**src/rtl/capture_period_multi.sv**
```systemverilog
// Multi-channel input capture: per-channel glitch filter, edge qualification,
// and a saturating period counter that pushes edge-to-edge periods into a short history.
module capture_period_multi #(
  parameter int CH    = 2,
  parameter int FLT_W = 4,
  parameter int TS_W  = 24,
  parameter int DEPTH = 3
) (
  input  logic                      clk,
  input  logic                      rst,
  input  logic                      ena,
  input  logic [CH-1:0]             d,
  input  logic [FLT_W-1:0]          flt_val,
  input  logic [2*CH-1:0]           edge_mode,
  input  logic [CH-1:0]             clr,
  output logic [CH-1:0]             filtered,
  output logic [CH-1:0]             edge_evt,
  output logic [CH-1:0]             stb,
  output logic [CH*DEPTH*TS_W-1:0]  period,
  output logic [CH*4-1:0]           valid_cnt,
  output logic [CH-1:0]             ovf
);

  localparam logic [TS_W-1:0] CNT_MAX = {TS_W{1'b1}};
  localparam logic [3:0]      DEPTH_V = 4'(DEPTH);

  for (genvar i = 0; i < CH; i++) begin : g_ch
    logic [FLT_W-1:0] flt_cnt;
    logic             filt_q;
    logic             filt_prev;
    logic             evt_q;
    logic             armed;
    logic             ovf_q;
    logic [TS_W-1:0]  per_cnt;
    logic [3:0]       vcnt;
    logic [TS_W-1:0]  hist [DEPTH];
    logic [1:0]       mode;
    logic             mode_off;
    logic             evt_nxt;
    logic             push;

    assign mode     = edge_mode[2*i +: 2];
    assign mode_off = (mode == 2'b00);
    assign evt_nxt  = ~mode_off & ((mode[0] &  filt_q & ~filt_prev) |
                                   (mode[1] & ~filt_q &  filt_prev));
    // A push needs an arming edge first; clr drops the edge but not the edge_evt pulse.
    assign push     = evt_q & armed & ~clr[i] & ~mode_off;

    // Stage 0: glitch filter and edge qualification
    always_ff @(posedge clk or negedge rst) begin
      if (!rst) begin
        flt_cnt   <= '0;
        filt_q    <= 1'b0;
        filt_prev <= 1'b0;
        evt_q     <= 1'b0;
      end else begin
        filt_prev <= filt_q;
        evt_q     <= evt_nxt;
        if (d[i] == filt_q) begin
          flt_cnt <= '0;
        end else if (ena) begin
          if (flt_cnt == flt_val) begin
            filt_q  <= d[i];
            flt_cnt <= '0;
          end else begin
            flt_cnt <= flt_cnt + FLT_W'(1);
          end
        end
      end
    end

    // Stage 1: period counter, arming and history shift
    always_ff @(posedge clk or negedge rst) begin
      if (!rst) begin
        per_cnt <= '0;
        armed   <= 1'b0;
        vcnt    <= '0;
        ovf_q   <= 1'b0;
        for (int k = 0; k < DEPTH; k++) hist[k] <= '0;
      end else if (clr[i]) begin
        per_cnt <= '0;
        armed   <= 1'b0;
        vcnt    <= '0;
        ovf_q   <= 1'b0;
        for (int k = 0; k < DEPTH; k++) hist[k] <= '0;
      end else if (mode_off) begin
        per_cnt <= '0;
        armed   <= 1'b0;
      end else begin
        if (evt_q) begin
          per_cnt <= {{(TS_W-1){1'b0}}, ena};
          armed   <= 1'b1;
        end else if (ena && per_cnt != CNT_MAX) begin
          per_cnt <= per_cnt + TS_W'(1);
        end
        if (push) begin
          hist[0] <= per_cnt;
          for (int k = 1; k < DEPTH; k++) hist[k] <= hist[k-1];
          if (vcnt != DEPTH_V) vcnt <= vcnt + 4'd1;
          if (per_cnt == CNT_MAX) ovf_q <= 1'b1;
        end
      end
    end

    assign filtered[i]        = filt_q;
    assign edge_evt[i]        = evt_q;
    assign stb[i]             = push;
    assign valid_cnt[i*4 +: 4] = vcnt;
    assign ovf[i]             = ovf_q;

    for (genvar k = 0; k < DEPTH; k++) begin : g_slot
      assign period[(i*DEPTH+k)*TS_W +: TS_W] = hist[k];
    end
  end

endmodule

```
**config.mk**
```make
export PLATFORM = sky130hd
export DESIGN_NAME = capture_period_multi
export DESIGN_NICKNAME = d
export VERILOG_FILES = /design/src/rtl/capture_period_multi.sv
export SDC_FILE = /design/constraint.sdc
export NUM_CORES = 1
export LEC_CHECK = 0
export ABC_AREA = 1
export CORE_MARGIN = 1.5
export CORE_UTILIZATION = 45
export CTS_CLUSTER_SIZE = 10
export DETAILED_ROUTE_END_ITERATION = 8
export PLACE_DENSITY_LB_ADDON = 0.05
export SYNTH_ARGS = -nofsm -noshare
export SYNTH_HDL_FRONTEND = slang
export SYNTH_SLANG_ARGS = --single-unit
```
**constraint.sdc**
```tcl
create_clock -name clk -period 2.93 [get_ports clk]
set_input_delay 0.4395 -clock clk [delete_from_list [all_inputs] [get_ports clk]]
set_output_delay 0.4395 -clock clk [all_outputs]
set_load 0.01 [all_outputs]
```
Yosys cells after proc, flatten, opt, wreduce, memory -nomap -nowiden
Cells that the tools add are included.
Widths: inputs -> output; s select.
{"block": "totals", "regBits": 218}
{"block": "classes", "add_sub_neg": 6, "n_eq_ne": 12, "mux": 42, "n_bitwise": 28, "n_reduce_logical": 24}
{"cell": "$mux 72", "n": 6}
{"cell": "$mux 24", "n": 8}
{"cell": "$mux 4", "n": 14}
{"cell": "$add 24x1->24 const B", "n": 2}
{"cell": "$eq 24x24->1 const B", "n": 2}
{"cell": "$ne 24x24->1 const B", "n": 2}
{"cell": "$reduce_and 3->1", "n": 6}
{"cell": "$add 4x1->4 const B", "n": 4}
{"cell": "$and 1x1->1", "n": 16}
{"cell": "$reduce_bool 2->1", "n": 8}
{"cell": "$mux 1", "n": 14}
{"cell": "$not 1->1", "n": 10}
{"cell": "$eq 4x4->1", "n": 2}
{"cell": "$ne 4x2->1 const B", "n": 2}
{"cell": "$reduce_bool 4->1", "n": 2}
{"cell": "$reduce_bool 3->1", "n": 2}
{"cell": "$logic_not 2->1", "n": 2}
{"cell": "$ne 2x2->1 const B", "n": 2}
{"cell": "$reduce_and 2->1", "n": 2}
{"cell": "$eq 1x1->1", "n": 2}
{"cell": "$logic_and 1x1->1", "n": 2}
{"cell": "$or 1x1->1", "n": 2}

Logic depth before layout (Yosys ltp)
{"block": "logic_depth", "depth_word": 6, "mapped_depth": 12, "mapped_depth_nobuf": 11}

Least setup slack after synthesis
No wires, ideal clock.
{"block": "synth_timing", "path_kind": "input to output", "startpoint": "input port clr[1]", "endpoint": "output port stb[1]", "arrival_ns": 1.302, "path_slack_ns": 1.188, "stages": 6, "n_path_buf": 3, "path_cell_list": "buf_2 nor2_2 nand3_1 inv_2 buf_2 buf_4"}
{"block": "synth_via", "elab_chain_len": 3}
{"element": "start: declaration", "line_no": "15", "rtl": "input logic [CH-1:0] clr,"}
{"element": "$not 1->1", "line_no": "47", "rtl": "assign push = evt_q & armed & ~clr[i] & ~mode_off;"}
{"element": "$and 1x1->1 (2 in a row)", "line_no": "47"}
{"element": "end: declaration", "line_no": "18", "rtl": "output logic [CH-1:0] stb,"}
Every way passes these cells.

Worst setup path in the final report
{"block": "layout_timing", "startpoint": "input port edge_mode[0]", "endpoint": "output port stb[0]"}
{"block": "layout_via", "elab_chain_len": 3}
{"element": "start: declaration", "line_no": "14", "rtl": "input logic [2*CH-1:0] edge_mode,"}
{"element": "$logic_not 2->1", "line_no": "43", "rtl": "assign mode_off = (mode == 2'b00);"}
{"element": "$not 1->1", "line_no": "47"}
{"element": "$and 1x1->1", "line_no": "47"}
Every way passes these cells.

==> results_dict.tcl <==
set metrics [dict create \
    period_minus_slack_ns 2.41 \
    post-route-period-util 0.822 \
    synth_edf_count 0 \
    globalplace.congestion 0.897 \
    synth-seq-cells 218 \
    dr.pass1.iters 7 \
    stdcell_count 1551 \
    path_clk_slew_ns 0.05 \
    setup_ws_ns 0.523 \
    netlist_instances 1106 \
    synth_cell_type_count 38 \
    synth_flop_cell "dfrtp_1" \
    cts_tree "built" \
    crit_fanout 6 \
    grtUsageTotal 0.225 \
    start_util 0.464 \
    fp.dieW_um 151 \
    grt_pass1_vias 7631 \
    skew_ns 0.00611 \
    layout-drive-gt1-share 0.0776 \
    outcome "finished, final reports clean" \
    syn_to_final_growth_pct 27.5 \
    avgViaCountPerCell 5.20 \
    critPathArrivalTime_ns 1.97 \
    rows 53 \
    overflow 0 \
    post-cts-setup-buffers 0 \
    io_buffer_count 174 \
    dp.cells 1517 \
    synth.avg_cell_area_um2 8.91 \
    power.density_mw_per_mm2 541 \
    drt_drc_violations_left 0 \
    wirelength_um 25500 \
    synthesis.area_mm2 0.00985 \
    yosysSeqAreaShare 0.554 \
    cpLargestDelayFamily "buffers and inverters" \
    p_leak_nw 5.20 \
    coreArea_mm2 0.0212 \
    hold_class "in2async" \
    place_ws_ns 0.371 \
    grt_pass1_wl_um 40600 \
    max_cap_violations 0 \
    most-common-layout-cells "dfrtp_1, clkdlybuf4s50_1, inv_1, nand2_1, nand3_1" \
    clock_sinks 218 \
    setup_violations 0 \
    post_drt_wl_per_cell_um 16.4 \
    insertion_delay_ns 0.52 \
    synth_warnings 0 \
    first_iter_violations 523 \
    crit_slowest_cell "clkdlybuf4s50_1" \
    fmax_ghz 0.415 \
    async_flop_share 1.00 \
    root_buffer "clkbuf_16" \
    crit_type "in2out" \
    critPathCaptureType "output port" \
    drv_slew 0 \
    syn_nets 1127 \
    final_area_mm2 0.0126 \
    final_common_cell "dfrtp_1" \
    max-vdd-ir-drop_mv 0.410 \
    crit_chain "clkdlybuf4s50_1 -> nor2_4 -> nor2_4 -> nand3_2 -> inv_1 -> clkdlybuf4s50_1" \
    grt_max_degree 108 \
    antenna_found_initial 0 \
    cp-start-kind "primary input" \
    crit_path_max_incr_delay_ns 0.55 \
    diodes 0 \
    worst-path-buf-inv 3 \
    maxSlewHeadroom 0.434 \
    die_area_mm2 0.0228 \
    worst_ep_required_time_ns 2.49 \
    p_total_mw 6.80 \
    num_io_pins 175 \
    placed_area_mm2 0.0118 \
    final_antenna_net_count 0 \
    worstMarginPinSlew_ns 0.850 \
    fin_nets 1292 \
    rsz0062_at_grt "no" \
    cts_made_buffers 26 \
    vias 8072 \
    clockBufferDepth 3 \
    cts_max_level 1 \
    fp.dieH_um 151 \
    hold_violations 0 \
    dpl.hpwl_um 17800 \
    finalSetupTns_ns 0 \
]
==> worst reg2reg max path: cells and delay by family (launching register included) <==
| family | cells | cell delay, ns |
|---|---|---|
| flip-flops | 1 | 0.38 |
| adder cells (fa/ha/maj) | 1 | 0.26 |
| AO/OA/AOI/OAI | 1 | 0.17 |
| AND/OR/NAND/NOR | 8 | 1.05 |
==> worst paths after layout <==
check / from / to / depth (start not counted) / slack, ns
worst max-delay path: edge_mode[0] / stb[0] / 6 / 0.52
worst min-delay path: rst / period[57] / 2 / 0.39
worst max register to register: g_ch[0].per_cnt[0] / g_ch[0].per_cnt[5] / 10 / 0.95
worst min register to register: g_ch[1].filt_prev / g_ch[1].evt_q / 1 / 0.47
max in group asynchronous: rst / g_ch[1].per_cnt[9] / 3 / 1.66
min in group clk: g_ch[1].filt_prev / g_ch[1].evt_q / 1 / 0.47
==> Yosys cell counts (6+ instances only) <==
cell,number,area share
ha_1,6,0.0076
o21ai_0,100,0.051
nand2_1,143,0.054
o22ai_1,66,0.042
dfrtp_1,218,0.55
nor2_2,6,0.0038
xnor2_1,10,0.0089
nand3_1,127,0.065
buf_1,11,0.0042
nand4_1,28,0.018
nand2_4,7,0.0080
buf_4,8,0.0061
nor3_1,12,0.0061
buf_2,15,0.0076
nor2_1,86,0.033
o31ai_1,10,0.0076
a21oi_1,12,0.0061
nor2_4,8,0.0091
clkbuf_1,18,0.0069
inv_1,165,0.063
==> what timing repair did <==
item	in CTS	in global routing
resized for setup	0	0
endpoints found under the setup margin	0	0
endpoints found under the hold margin	40	0
hold buffers	1	0
==> power by group <==
group	internal, mW	switching [mW]
Combinational	0.255	0.433
Sequential	3.11	0.122
Clock	1.74	1.14
Total	5.11	1.69
==> layer usage <==
metal | track usage | part of all wire | vias up
li1 | - | - | 3974
met1 | 0.345 | 0.49 | 3827
met2 | 0.330 | 0.44 | 234
met3 | 0.0358 | 0.060 | 37
met4 | 0.0597 | 0.018 | 0
met5 | 0 | 0 | -
==> registers in the layout (all words and copies together), names as in the netlist <==
register and count:
g_ch.per_cnt 48, g_ch.evt_q 2, g_ch.armed 2, g_ch.filt_prev 2, period 144, g_ch.filt_q 2
g_ch.flt_cnt 8, g_ch.ovf_q 2, g_ch.vcnt 8
==> cell families after synthesis <==
kind of cell	Yosys count	share of synthesized area
flops	218	0.554
buf+inv	226	0.0941
fa+ha+maj	6	0.00762
simple gates	435	0.211
compound gates	206	0.121
xor+xnor	14	0.0124
mux	1	0.00102
==> stage by stage <==
stage                      util  hold slack [ns]
final                     0.592            0.394
after global routing      0.592            0.419
after CTS                 0.592            0.405
after detailed placement  0.557            0.349
after global placement    0.557            0.350
after floorplan               -            0.144
==> area by class of cell <==
| type | instances | area [um2] |
|---|---|---|
| inverter | 170 | 638 |
| clock inverter | 2 | 35.0 |
| clock buffer | 31 | 701 |
| timing repair buffer | 193 | 1920 |
| multi-input combinational | 662 | 3480 |
| tap | 275 | 344 |
| fill | 1920 | 8650 |
| sequential | 218 | 5460 |
No activity file was read; power rests on OpenSTA's default activity.
